File: config.mk
export PLATFORM = sky130hd
export DESIGN_NAME = fsk_frame_sync_ctrl_flat
export DESIGN_NICKNAME = d
export VERILOG_FILES = /design/src/rtl/fsk_rx_pkg.sv /design/src/rtl/fsk_frame_sync_ctrl_if.sv /design/src/rtl/fsk_sync_detect.sv /design/src/rtl/fsk_frame_sync_ctrl.sv /design/src/flat_wrapper.sv
export SDC_FILE = /design/constraint.sdc
export NUM_CORES = 1
export LEC_CHECK = 0
export CAP_MARGIN = 15
export CORE_ASPECT_RATIO = 0.9
export CORE_UTILIZATION = 46
export CTS_CLUSTER_DIAMETER = 200
export DETAILED_ROUTE_END_ITERATION = 7
export PLACE_DENSITY = 0.66
export RECOVER_POWER = 25
export SLEW_MARGIN = 20
export SYNTH_ARGS = -nofsm -noshare
export SYNTH_HDL_FRONTEND = slang
export SYNTH_HIERARCHICAL = 1
export SYNTH_SLANG_ARGS = --single-unit
File: constraint.sdc
create_clock -name clk -period 2.2 [get_ports clk]
set_input_delay 0.22 -clock clk [delete_from_list [all_inputs] [get_ports clk]]
set_output_delay 0.22 -clock clk [all_outputs]
set_load 0.02 [all_outputs]
File: src/rtl/fsk_rx_pkg.sv
// Shared FSK receive-chain definitions: word geometry, default sync pattern, hunt/data states.
package fsk_rx_pkg;

    localparam int unsigned WORD_W = 16;
    localparam int unsigned WCNT_W = 4;
    localparam logic [WORD_W-1:0] SYNC_DEFAULT = 16'hEB90;

    typedef enum logic {
        HUNT = 1'b0,
        DATA = 1'b1
    } sync_state_e;

endpackage

File: src/rtl/fsk_frame_sync_ctrl_if.sv
// Bit-stream input and deserializer strobe bundle between the demodulator side and the frame sync controller.
interface fsk_frame_sync_ctrl_if;
    import fsk_rx_pkg::*;

    logic              enable;
    logic              bit_in;
    logic              bit_valid;
    logic              bit_out;
    logic              shift_en;
    logic              out_enable;
    logic [WCNT_W-1:0] word_cnt;
    logic              locked;
    logic              frame_done;
    logic              sync_lost;

    modport master (
        output enable, bit_in, bit_valid,
        input  bit_out, shift_en, out_enable, word_cnt, locked, frame_done, sync_lost
    );

    modport slave (
        input  enable, bit_in, bit_valid,
        output bit_out, shift_en, out_enable, word_cnt, locked, frame_done, sync_lost
    );

endinterface

File: src/rtl/fsk_sync_detect.sv
// Sync-word hunter: shifts received bits in deserializer orientation and flags the bit that completes the pattern.
module fsk_sync_detect
    import fsk_rx_pkg::*;
#(
    parameter int unsigned           WIDTH     = WORD_W,
    parameter logic [WIDTH-1:0]      SYNC_WORD = SYNC_DEFAULT
) (
    input  logic clk,
    input  logic reset,
    input  logic clear,
    input  logic shift,
    input  logic bit_in,
    output logic match_c
);

    localparam int unsigned FILL_W = $clog2(WIDTH + 1);

    logic [WIDTH-1:0]  hunt_reg;
    logic [FILL_W-1:0] fill_cnt;
    logic [WIDTH-1:0]  hunt_next_c;

    assign hunt_next_c = {bit_in, hunt_reg[WIDTH-1:1]};

    // Fill guard keeps reset zeros from matching an all-zero pattern early.
    assign match_c = shift && (hunt_next_c == SYNC_WORD) && (fill_cnt >= FILL_W'(WIDTH - 1));

    always_ff @(posedge clk) begin
        if (reset || clear) begin
            hunt_reg <= '0;
            fill_cnt <= '0;
        end else if (shift) begin
            hunt_reg <= hunt_next_c;
            if (fill_cnt != FILL_W'(WIDTH)) begin
                fill_cnt <= fill_cnt + FILL_W'(1);
            end
        end
    end

endmodule

File: src/rtl/fsk_frame_sync_ctrl.sv
// Frame sync controller: hunts for the sync word, then paces the 16-bit deserializer with shift/latch strobes per frame.
module fsk_frame_sync_ctrl
    import fsk_rx_pkg::*;
#(
    parameter int unsigned      WIDTH     = WORD_W,
    parameter logic [WIDTH-1:0] SYNC_WORD = SYNC_DEFAULT,
    parameter int unsigned      NUM_WORDS = 8,
    parameter int unsigned      TIMEOUT   = 64
) (
    input  logic                 clk,
    input  logic                 reset,
    fsk_frame_sync_ctrl_if.slave bus
);

    localparam int unsigned BIT_W = $clog2(WIDTH);
    localparam int unsigned GAP_W = $clog2(TIMEOUT);

    sync_state_e       state;
    logic [BIT_W-1:0]  bit_cnt;
    logic [GAP_W-1:0]  gap_cnt;
    logic [WCNT_W-1:0] word_cnt;
    logic              latch_pend;
    logic              bit_out;
    logic              shift_en;
    logic              out_enable;
    logic              frame_done;
    logic              sync_lost;

    logic in_data_c;
    logic hunt_shift_c;
    logic match_c;
    logic timeout_c;
    logic data_bit_c;
    logic word_end_c;
    logic last_word_c;

    assign in_data_c    = (state == DATA);
    assign hunt_shift_c = bus.enable && bus.bit_valid && !in_data_c;
    assign timeout_c    = in_data_c && (gap_cnt == GAP_W'(TIMEOUT - 1));
    assign data_bit_c   = bus.enable && in_data_c && !timeout_c && bus.bit_valid;
    assign word_end_c   = data_bit_c && (bit_cnt == BIT_W'(WIDTH - 1));
    assign last_word_c  = (word_cnt == WCNT_W'(NUM_WORDS - 1));

    // Hunt history is held clear while locked so every return to HUNT starts from an empty window.
    fsk_sync_detect #(
        .WIDTH     (WIDTH),
        .SYNC_WORD (SYNC_WORD)
    ) u_sync_detect (
        .clk     (clk),
        .reset   (reset),
        .clear   (!bus.enable || in_data_c),
        .shift   (hunt_shift_c),
        .bit_in  (bus.bit_in),
        .match_c (match_c)
    );

    always_ff @(posedge clk) begin
        if (reset) begin
            state      <= HUNT;
            bit_cnt    <= '0;
            gap_cnt    <= '0;
            word_cnt   <= '0;
            latch_pend <= 1'b0;
            bit_out    <= 1'b0;
            shift_en   <= 1'b0;
            out_enable <= 1'b0;
            frame_done <= 1'b0;
            sync_lost  <= 1'b0;
        end else begin
            shift_en   <= 1'b0;
            out_enable <= 1'b0;
            frame_done <= 1'b0;
            sync_lost  <= 1'b0;
            latch_pend <= 1'b0;
            if (!bus.enable) begin
                state    <= HUNT;
                bit_cnt  <= '0;
                gap_cnt  <= '0;
                word_cnt <= '0;
                bit_out  <= 1'b0;
            end else begin
                // Latch strobe trails the 16th shift by one cycle, even after the frame has closed.
                if (latch_pend) begin
                    out_enable <= 1'b1;
                    frame_done <= last_word_c;
                    word_cnt   <= last_word_c ? '0 : word_cnt + WCNT_W'(1);
                end
                if (timeout_c) begin
                    state     <= HUNT;
                    sync_lost <= 1'b1;
                    bit_cnt   <= '0;
                    gap_cnt   <= '0;
                    word_cnt  <= '0;
                end else if (data_bit_c) begin
                    bit_out  <= bus.bit_in;
                    shift_en <= 1'b1;
                    gap_cnt  <= '0;
                    bit_cnt  <= word_end_c ? '0 : bit_cnt + BIT_W'(1);
                    if (word_end_c) begin
                        latch_pend <= 1'b1;
                        if (last_word_c) begin
                            state <= HUNT;
                        end
                    end
                end else if (in_data_c) begin
                    gap_cnt <= gap_cnt + GAP_W'(1);
                end else if (match_c) begin
                    state    <= DATA;
                    bit_cnt  <= '0;
                    gap_cnt  <= '0;
                    word_cnt <= '0;
                end
            end
        end
    end

    assign bus.bit_out    = bit_out;
    assign bus.shift_en   = shift_en;
    assign bus.out_enable = out_enable;
    assign bus.word_cnt   = word_cnt;
    assign bus.locked     = (state == DATA);
    assign bus.frame_done = frame_done;
    assign bus.sync_lost  = sync_lost;

endmodule

File: src/flat_wrapper.sv
// flat-port wrapper written by rule: the top's interface ports become plain ports
module fsk_frame_sync_ctrl_flat import fsk_rx_pkg::*;
#(
    parameter int unsigned      WIDTH     = WORD_W,
    parameter logic [WIDTH-1:0] SYNC_WORD = SYNC_DEFAULT,
    parameter int unsigned      NUM_WORDS = 8,
    parameter int unsigned      TIMEOUT   = 64
)
  (clk, reset, bus_enable, bus_bit_in, bus_bit_valid, bus_bit_out, bus_shift_en, bus_out_enable, bus_word_cnt, bus_locked, bus_frame_done, bus_sync_lost);
  fsk_frame_sync_ctrl_if bus_i ();
  input  logic clk;
  input  logic reset;
  input wire logic [$bits(bus_i.enable)-1:0] bus_enable;
  input wire logic [$bits(bus_i.bit_in)-1:0] bus_bit_in;
  input wire logic [$bits(bus_i.bit_valid)-1:0] bus_bit_valid;
  output wire logic [$bits(bus_i.bit_out)-1:0] bus_bit_out;
  output wire logic [$bits(bus_i.shift_en)-1:0] bus_shift_en;
  output wire logic [$bits(bus_i.out_enable)-1:0] bus_out_enable;
  output wire logic [$bits(bus_i.word_cnt)-1:0] bus_word_cnt;
  output wire logic [$bits(bus_i.locked)-1:0] bus_locked;
  output wire logic [$bits(bus_i.frame_done)-1:0] bus_frame_done;
  output wire logic [$bits(bus_i.sync_lost)-1:0] bus_sync_lost;
  assign bus_i.enable = bus_enable;
  assign bus_i.bit_in = bus_bit_in;
  assign bus_i.bit_valid = bus_bit_valid;
  assign bus_bit_out = bus_i.bit_out;
  assign bus_shift_en = bus_i.shift_en;
  assign bus_out_enable = bus_i.out_enable;
  assign bus_word_cnt = bus_i.word_cnt;
  assign bus_locked = bus_i.locked;
  assign bus_frame_done = bus_i.frame_done;
  assign bus_sync_lost = bus_i.sync_lost;
  fsk_frame_sync_ctrl #(.WIDTH(WIDTH), .SYNC_WORD(SYNC_WORD), .NUM_WORDS(NUM_WORDS), .TIMEOUT(TIMEOUT)) u_core (.clk(clk), .reset(reset), .bus(bus_i));
endmodule
Word-level counts from Yosys, hierarchy flattened --
Cells that the tools add are included.
Word-level totals: bits in registers 42, input bits 5, word-level logic and storage cells 74
Cells by class: add/sub/neg operators 4, $lt $le $gt $ge 1, eq/ne operators 8, muxes and demuxes 20, bitwise operators 4, reductions and logical operators 25
Operators by type and width (number):
- 4-bit two-way mux | 9
- 16-bit equality test (second input constant) | 1
- 6-bit two-way mux | 2
- 1-bit logical AND | 9
- 1-bit two-way mux | 9
- 4-bit by 1-bit adder with 4-bit output (second input constant) | 2
- 2-bit AND reduction | 4
- 4-bit OR reduction | 2
- 6-bit by 1-bit adder with 6-bit output (second input constant) | 1
- 6-bit equality test (second input constant) | 1
- 2-bit inequality test (second input constant) | 3
- 3-bit OR reduction | 2
- 5-bit by 1-bit adder with 5-bit output (second input constant) | 1
- 5-bit by 4-bit >= comparator with 1-bit output (second input constant) | 1
- 5-bit inequality test (second input constant) | 1
- 4-bit by 3-bit equality test with 1-bit output (second input constant) | 1
- 4-bit equality test (second input constant) | 1
- 1-bit inverter | 4
- 2-bit nonzero test | 2
- 1-bit zero test | 3
- 1-bit logical OR | 2
- 2-bit OR reduction | 1

Longest topological paths before layout --
depth in word-level cells 8, depth in mapped cells 9, depth with buffers taken out 9

Modules after synthesis --
The synthesis kept the hierarchy.
Modules (own cells, without submodules):
- fsk_frame_sync_ctrl | times used 1, cells an instance 104, area each 935.9 um^2, sequential area each 420.4 um^2
- fsk_sync_detect | times used 1, cells an instance 89, area each 877.1 um^2, sequential area each 400.4 um^2

Least setup slack after synthesis --
Ideal clock, no wire load.
path type register to register, start reg u_core.state, in the netlist u_core/bus.locked, end reg u_core.gap_cnt[3], data arrival time 1766 ps, required time 2078 ps, slack 311 ps, cell stages (with the launch flop) 10, cells stage by stage dfxtp_1 -> inv_1 -> and3_1 -> buf_2 -> nand2_1 -> a2111oi_4 -> nand2b_1 -> nand3_1 -> o21a_1 -> nor2_1
On the way: longest elaborated chain between the ends 5, elaborated cells between the ends (all ways) 12, those cells by class mux (1); reduce/logical (11)
Ends and longest elaborated chain:
- start: declaration | RTL line fsk_frame_sync_ctrl.sv:18 | sync_state_e state;
- start signal: assignment | RTL line fsk_frame_sync_ctrl.sv:59 | state <= HUNT;
- start signal: assignment | RTL line fsk_frame_sync_ctrl.sv:76 | state <= HUNT;
- start signal: assignment | RTL line fsk_frame_sync_ctrl.sv:89 | state <= HUNT;
- 1-bit zero test | RTL line fsk_frame_sync_ctrl.sv:38 | assign hunt_shift_c = bus.enable && bus.bit_valid && !in_data_c;
- 1-bit logical AND | RTL line fsk_frame_sync_ctrl.sv:38
- via u_core.hunt_shift_c | RTL line fsk_frame_sync_ctrl.sv:30 | logic hunt_shift_c;
- 1-bit logical AND (2 in a row) | RTL line fsk_sync_detect.sv:25 | assign match_c = shift && (hunt_next_c == SYNC_WORD) && (fill_cnt >= FILL_W'(WIDTH - 1));
- via u_core.match_c | RTL line fsk_frame_sync_ctrl.sv:31 | logic match_c;
- 2-bit nonzero test (no line)
- end signal: assignment | RTL line fsk_frame_sync_ctrl.sv:106 | gap_cnt <= gap_cnt + GAP_W'(1);
- end: declaration | RTL line fsk_frame_sync_ctrl.sv:20 | logic [GAP_W-1:0] gap_cnt;
The timed path passes the listed nets, and every way through them passes these cells. A chain may end at the register's enable or synchronous reset.

Worst setup path after layout --
start reg u_core.u_sync_detect.fill_cnt[0], end reg u_core.word_cnt[1], in the netlist u_core/bus.word_cnt[1]
On the way: longest elaborated chain between the ends 5
Ends and longest elaborated chain:
- start: declaration | RTL line fsk_sync_detect.sv:19 | logic [FILL_W-1:0] fill_cnt;
- start signal: assignment | RTL line fsk_sync_detect.sv:34 | fill_cnt <= fill_cnt + FILL_W'(1);
- 5-bit by 4-bit >= comparator with 1-bit output | RTL line fsk_sync_detect.sv:25
- 1-bit logical AND | RTL line fsk_sync_detect.sv:25
- via u_core.match_c | RTL line fsk_frame_sync_ctrl.sv:31
- 4-bit two-way mux | RTL line fsk_frame_sync_ctrl.sv:107 | end else if (match_c) begin
- 4-bit two-way mux | RTL line fsk_frame_sync_ctrl.sv:105 | end else if (in_data_c) begin
- 4-bit two-way mux | RTL line fsk_frame_sync_ctrl.sv:94 | end else if (data_bit_c) begin
- end signal: assignment | RTL line fsk_frame_sync_ctrl.sv:86 | word_cnt <= last_word_c ? '0 : word_cnt + WCNT_W'(1);
- end: declaration | RTL line fsk_frame_sync_ctrl.sv:21 | logic [WCNT_W-1:0] word_cnt;
The timed path passes the listed nets, and every way through them passes these cells.

==> impl_metrics.ini <==
[outcome]
outcome = complete, no violations

[final_layout]
layout-drive-gt1-share = 0.0841
largest_register_ffs = 15
final_design_area_no_fill_sq_mm = 0.00210
seqCellArea_sq_um = 821
fillers = 325
multi_input_area_sq_um = 928
final_cell_mix = dfxtp_1 (41), nor2_1 (27), mux2i_1 (16), nand2_1 (15)
num-nets-final = 225
final_util = 0.558
final_common_cell = dfxtp_1
antenna_cells = 0
syn_to_final_growth_pct = 15.7

[clocking]
cts.path.max_buffers = 2
cts_tree = done
post_cts_resized = 0
cts.reportedPaths.clkPinSlew_ns = 0.07
cts-buffers-inserted = 5
post_cts_buffers = 0
clock-sinks = 41
cts_htree_levels = 2
cts_root_buf = clkbuf_8
hold_buffers = 0
clk_latency_ns = 0.27

[worst_setup_path]
critical-path-slowest-cell = dfxtp_1
cpMostUsedCell = ha_1
slowest_delay_ns = 0.41
critPathKind = flop to flop
crit_path_max_fanout = 5
critical_path.endpoint_type = flop
worstSetupStartpointType = flop
worstPathArrival_ns = 2.18
path_cells = ha_1 > and3_1 > ha_1 > nor2_1 > a2111oi_4 > nor2b_1 > nor3_1
critPathRequiredTime_ns = 2.35

[global_route]
grt_pass1_vias = 1349
grt_max_degree = 20
antenna_found_initial = 0
grt_first_pass_wirelength_um = 5690
track_usage = 0.185
overflow = 0

[detailed_routing]
routed.top_layer = met4
first_pass_iters = 5
wl_per_cell_um = 13.3
viasPerCell = 5.46
drc = 0
dr.first_iter.drc_count = 88
wl_met2_um = 1700
wl_met3_um = 109
antenna_left = 0
dr_total_vias = 1420
wirelength_um = 3460
m1WireLength_um = 1630

[logic_synthesis]
synth_nets = 204
yosysUniqueCellTypes = 41
synth_top_area_cell = dfxtp_1
ys_ff_latch = 41
synthTopCellsByArea = dfxtp_1 (45%), mux2i_1 (8.8%), nor2_1 (5.6%)
ys_warn_count = 6
syn_area_per_cell_sq_um = 9.39
synth_cells = 193
synthesis.area_sq_mm = 0.00181
synth.top_cell.area_share = 0.453
seq_area_frac_synth = 0.453

[floorplan]
ios = 15
core_area_sq_mm = 0.00376
die_y_um = 61.6
die_w_um = 68.2
fp-row-count = 21
die_area_sq_mm = 0.00420
start_util = 0.483

[sta]
slew_headroom = 0.339
report.final.hold_viol_count = 0
finalCritPeriodShare = 0.925
rsz0062_at_grt = false
setup_tns_ns = 0
period_needed_ns = 2.03
timing.final.max_slew_violations = 0
max_freq_ghz = 0.492
fin_worst_skew_ns = 0.00275
setup_viol = 0
tightest_slew_ns = 0.991

[pwr]
powerDensity_mw_per_mm2 = 604
worst_ir_drop_vdd_mv = 0.315
p_leak_uw = 0.000721

[placed_design]
place_area_sq_mm = 0.00202
numPortBuffers = 14
dp_hpwl_um = 2580
gp_congestion = 0.747

[job]
drv_cap = 0

[hold_path]
hp-class = flop to flop
[per-stage QoR]
| step | power (uW) | hold WS, ns | std cells | setup slack [ns] |
|---|---|---|---|---|
| floorplan | 797 | 0.292 | 193 | 0.311 |
| global placement | 816 | 0.457 | 253 | 0.0152 |
| detailed placement | 817 | 0.457 | 253 | -0.0220 |
| CTS | 1290 | 0.467 | 260 | 0.146 |
| global route | 1320 | 0.493 | 260 | 0.00215 |
| finish | 1270 | 0.462 | 260 | 0.166 |
[cell families after synthesis]
kind of cell / Yosys count / share of synthesized area
buffers and inverters: 13 / 0.0297
muxes: 16 / 0.0883
DFF: 41 / 0.453
xor gates and xnor gates: 5 / 0.0242
adders and majority gates: 6 / 0.0414
and+or+nand+nor: 86 / 0.248
AOI/OAI and AO/OA: 26 / 0.116
[metal layers]
metal	up-vias	track usage
met5	-	0
met4	0	0.0625
met3	2	0.0444
met2	22	0.321
met1	667	0.223
li1	729	-
[Yosys cell counts, drive strengths merged]
cell type	count
o221ai	1
o211ai	1
clkbuf	1
nor3	6
or3	2
or4b	1
nor4bb	1
nand4b	1
nand3b	4
and4	2
a31oi	1
o21ai	1
a211oi	1
and3	3
inv	8
or2	1
nand3	10
nand2b	2
and4bb	1
xor2	2
nor2b	2
nor2	27
a311o	1
buf	4
o31ai	1
a2111oi	1
nand2	16
nand4	4
a21oi	14
o32ai	1
mux2i	16
ha	6
xnor2	3
nor3b	3
a21o	1
dfxtp	41
a221oi	1
o21a	1
[critical path: cells and delay by family (launching register included)]
kind,cells,cell delay [ns]
AOI/OAI and AO/OA,1,0.41
adders and majority gates,2,0.34
DFF,1,0.41
and+or+nand+nor,4,0.75
[final cells by class]
cell class,instances,area share
Multi-Input combinational cell,139,0.443
Sequential cell,41,0.391
Timing Repair Buffer,19,0.0829
Clock buffer,7,0.0412
Tap cell,46,0.0274
Inverter,8,0.0143
[report_power, final]
| group | total (uW) | internal, uW | switching (uW) |
|---|---|---|---|
| clock network | 468 | 249 | 220 |
| registers | 746 | 744 | 1.87 |
| logic | 53.7 | 22.0 | 31.6 |
[worst paths after layout]
| kind | start | end | slack [ns] | cells after the start |
|---|---|---|---|---|
| min reg2reg | u_core/bus.bit_out$_SDFFE_PP0P_ | u_core/bus.bit_out$_SDFFE_PP0P_ | 0.46 | 2 |
| max reg2reg | u_core/u_sync_detect/fill_cnt[0]$_SDFFE_PP0P_ | u_core/bus.word_cnt[1]$_SDFF_PP0_ | 0.17 | 7 |
| min | u_core/bus.bit_out$_SDFFE_PP0P_ | u_core/bus.bit_out$_SDFFE_PP0P_ | 0.46 | 2 |
| max | u_core/u_sync_detect/fill_cnt[0]$_SDFFE_PP0P_ | u_core/bus.word_cnt[1]$_SDFF_PP0_ | 0.17 | 7 |
No activity file was read; power rests on OpenSTA's default activity.
==> edit 1: new RTL, same settings <==
`TIMEOUT` is set to 64 in 2 places; all go to 128.
--- a/src/rtl/fsk_frame_sync_ctrl.sv
+++ b/src/rtl/fsk_frame_sync_ctrl.sv
@@ -7,3 +7,3 @@
     parameter int unsigned      NUM_WORDS = 8,
-    parameter int unsigned      TIMEOUT   = 64
+    parameter int unsigned      TIMEOUT   = 128
 ) (
--- a/src/flat_wrapper.sv
+++ b/src/flat_wrapper.sv
@@ -6,3 +6,3 @@
     parameter int unsigned      NUM_WORDS = 8,
-    parameter int unsigned      TIMEOUT   = 64
+    parameter int unsigned      TIMEOUT   = 128
 )
Formal check against the unedited RTL: no difference found for any inputs over 10 cycles, from zero or initial values; that may be too few to reach the edited logic, so the function may still have changed.
==> edit 1 against the unedited design <==
- count of clock-buffer cells in the layout is the same
- worst setup slack gained 0.091 ns
- wire length is 1.6% lower
- total power is 3.9% higher
- critical path depth is 2 higher
- area after synthesis increased by 3.0%
- die area grew 2.9%
- sequential cell count increased by 1
- final area increased by 2.0%
- largest cell class unchanged
==> edit 1: results (changes against the unedited design) <==
[placed_design]
numPlacedInstances = 257  ; +1.6%
placed_cell_area_um2 = 2060  ; +1.5%
dp_hpwl_um = 2530  ; -2.0%
pre_cts_slack_ns = 0.00484  ; +0.0268 ns
place_congestion = 0.769  ; +2.9%

[logic_synthesis]
synth_area_leaders = dfxtp_1 45%, mux2i_1 9.1%, nor2_1 6.2%
yosys.cell_types.count = 43  ; +4.9%

[pwr]
p_leak_nw = 0.765  ; +6.1%
max-vdd-ir-drop_uv = 306  ; -3.0%
pg_seq_mw = 0.763  ; +2%
p_sw_frac = 0.213  ; +0.0131

[final_layout]
buf_share = 0.0819  ; -0.00102
multi_input_gates = 142  ; +2.2%
multi_input_area_share = 0.441  ; -0.00153
seq_area_frac = 0.393  ; +0.00180
clk_share = 0.0427  ; +0.00155
nFillCells = 342  ; +5.2%
drive_gt1_frac = 0.0868  ; +0.00265
multi_input_area_um2 = 943  ; +1.6%

[timing]
skew_ns = 0.00514  ; +0.00239 ns
max_slew_margin = 0.564  ; +0.225

[detailed_routing]
drt_iter0_markers = 52  ; -41%
wl_per_cell_um = 12.8  ; -3.5%
dr.pass1.iters = 4  ; -1

[status]
status = finished, final reports clean

[worst_setup_path]
r2r_slack_ns = 0.26  ; +0.09 ns
cp_max_fo = 9  ; +4
critPathCapture = u_core/bit_cnt[2]

[global_route]
grt_use_total = 0.171  ; -0.0139

## edit 1: cell types whose count changed after synthesis, moves of 2 or more
cell      before  now
nand2_1       15   17
nand3_1       10    7
nor2b_1        2    0
nor2_1        27   31
buf_6          0    2
nand3b_1       4    2
xnor2_1        3    1
nor3_1         6    3
## edit 1: kinds of logic (layout without fill, tap and decap cells)
logic type,Yosys count,count (layout),synth area share
buffers and inverters,15,35,0.0409
AOI/OAI and AO/OA,26,26,0.105
muxes,18,18,0.0972
adders and majority gates,6,6,0.0402
xor gates and xnor gates,4,4,0.0188
DFF,42,42,0.450
and+or+nand+nor,88,88,0.248
## edit 1: per-layer routing
metal	track usage	up-vias	share of wire
li1	-	743	-
met1	0.219	661	0.49
met5	0	-	0
met3	0.0452	5	0.035
met2	0.277	18	0.46
met4	0.0612	0	0.012
## edit 1: repair_timing
action,CTS,global route
endpoints found under the hold margin,0,0
setup endpoints to repair,0,1
gates resized for setup,0,1
hold buffers,0,0
buffers inserted,0,0
==> edit 2: new RTL, same settings <==
Without the edit above. Reset style: asynchronous (`reset`), changed in one clocked block.
--- a/src/rtl/fsk_frame_sync_ctrl.sv
+++ b/src/rtl/fsk_frame_sync_ctrl.sv
@@ -56,3 +56,3 @@
 
-    always_ff @(posedge clk) begin
+    always_ff @(posedge clk or posedge reset) begin
         if (reset) begin
Formal check against the unedited RTL: no difference found for any inputs over 10 cycles, from zero or initial values and one cycle with reset high; that may be too few to reach the edited logic, so the function may still have changed.
==> edit 2 against the unedited design <==
- combinational power is 33% higher
- final area is 7.0% higher
- core utilization is 2.3 points higher
- worst setup slack worse by 0.0040 ns
- sequential power is 0.7% higher
- total power is 1.1% higher
- non-clock buffer count is 5 higher
- die area is 6.2% higher
- area after synthesis is 6.4% higher
- wire length is 8.5% higher
- count of clock-buffer cells in the layout is 1 higher
- sequential cell count stayed put
- synthesized cell count is 1.6% higher
- via count is 3.2% higher
- critical path type unchanged
- largest cell class is now sequential cells
==> edit 2: results (changes against the unedited design) <==
[logic_synthesis]
yosys.cell_types.count = 45  ; +9.8%
yosys-top-cells-count = 30 x nor2_1, 21 x dfrtp_1, 20 x dfxtp_1
ys_seq_area_frac = 0.480  ; +0.0272
synth_ff_type = dfrtp_1
yosys.area_share.adder = 0.0389  ; -0.00250
syn_nets = 207  ; +1.5%
async_flop_share = 0.512  ; +0.512
synth_mux_area_frac = 0.0940  ; +0.00570
synth_compound_area_frac = 0.108  ; -0.00829

[final_layout]
drive_gt1_frac = 0.0995  ; +0.0154

[placed_design]
place_congestion = 0.800  ; +7.1%
placed_cell_area_um2 = 2160  ; +6.6%
dp_hpwl_um = 2750  ; +6.9%

[detailed_routing]
dr.pass1.iters = 4  ; -1
drt-total-wl_um = 3750  ; +8.5%

[status]
status = finished, final reports clean

[timing]
skew_ns = 0.00827  ; +0.00552 ns
tightest_slew_ns = 1.20  ; +0.210 ns

[global_route]
grt_pass1_vias = 1514  ; +12%
grt_max_degree = 22  ; +10%

[cts]
clkLatencyLatePin_ns = 0.29  ; +0.02 ns

[pwr]
internal_power_mw = 1.00  ; -1.1%
p_leak_nw = 0.927  ; +29%

[worst_setup_path]
worst_path_largest_cell_delay_ns = 0.37  ; -0.04 ns
worst_ep_arrival_time_ns = 2.21  ; +0.03 ns
cpMaxStageDelayCell = a2111oi_4

-- edit 2: cell count changes after synthesis, moves of 2 or more --
cell,change
nand2_1,-2
inv_1,+3
o21ai_0,+4
a311oi_1,+2
dfrtp_1,+21
nor3b_1,-2
nor2_1,+3
nor3_1,-3
nand3_1,-4
dfxtp_1,-21
-- edit 2: worst paths after layout --
kind	end	startpoint	slack, ns
max	u_core/bit_cnt[3]	u_core/u_sync_detect/fill_cnt[1]	0.16
min	u_core/u_sync_detect/hunt_reg[14]	u_core/u_sync_detect/hunt_reg[14]	0.48
max reg2reg	u_core/bit_cnt[3]	u_core/u_sync_detect/fill_cnt[1]	0.16
min reg2reg	u_core/u_sync_detect/hunt_reg[14]	u_core/u_sync_detect/hunt_reg[14]	0.48
max in group asynchronous	u_core/gap_cnt[2]	reset	0.68
min in group asynchronous	u_core/gap_cnt[4]	reset	0.81
-- edit 2: repair_timing --
item,4_1_cts,5_1_grt
setup endpoints to repair,0,3
resized for setup,0,1
hold buffers,0,0
setup buffers,0,1
endpoints found under the hold margin,0,0
-- edit 2: cell type report --
cell class | count | area, um2
fill | 349 | 1620
multi-input combinational | 137 | 926
inverter | 11 | 41.3
tap | 46 | 57.6
timing repair buffer | 24 | 211
clock buffer | 8 | 80.1
sequential | 41 | 927
-- edit 2: cells by family after synthesis --
| kind of cell | after synthesis |
|---|---|
| AND/OR/NAND/NOR | 79 |
| flip-flops | 41 |
| AO/OA/AOI/OAI | 29 |
| buffers and inverters | 18 |
| multiplexers | 18 |
| adder cells (fa/ha/maj) | 6 |
| XOR/XNOR | 5 |
-- edit 2: power by group through the flow --
stage          Clock [mW]  Sequential, mW  Combinational, mW
3_5_place_dp            0           0.767             0.0730
2_1_floorplan           0           0.767             0.0471
3_3_place_gp            0           0.766             0.0705
6_report            0.459           0.751             0.0714
4_1_cts             0.477           0.751             0.0733
5_1_grt             0.515           0.751             0.0786
-- edit 2: routing by layer --
metal | part of all wire | global-route usage
met5 | 0 | 0
met2 | 0.46 | 0.318
met4 | 0.0048 | 0.0550
met3 | 0.035 | 0.0576
met1 | 0.50 | 0.244
-- edit 2: stage by stage --
step	utilization	hold WS (ns)	std cells	setup TNS, ns
final	0.581	0.485	267	0
after global routing	0.581	0.518	267	0
after CTS	0.580	0.336	266	0
after detailed placement	0.559	0.477	258	-0.0292
after global placement	0.559	0.461	258	0
after floorplan	-	0.197	196	0
-- edit 2: worst reg2reg max path, stage by stage, from the launching register on --
cell and delay, ns:
dfxtp_2 0.36, ha_1 0.18, and3_1 0.19, ha_1 0.15, nor2_1 0.07, a2111oi_4 0.37, buf_4 0.17, buf_4 0.09
a21o_1 0.22, o22ai_1 0.12
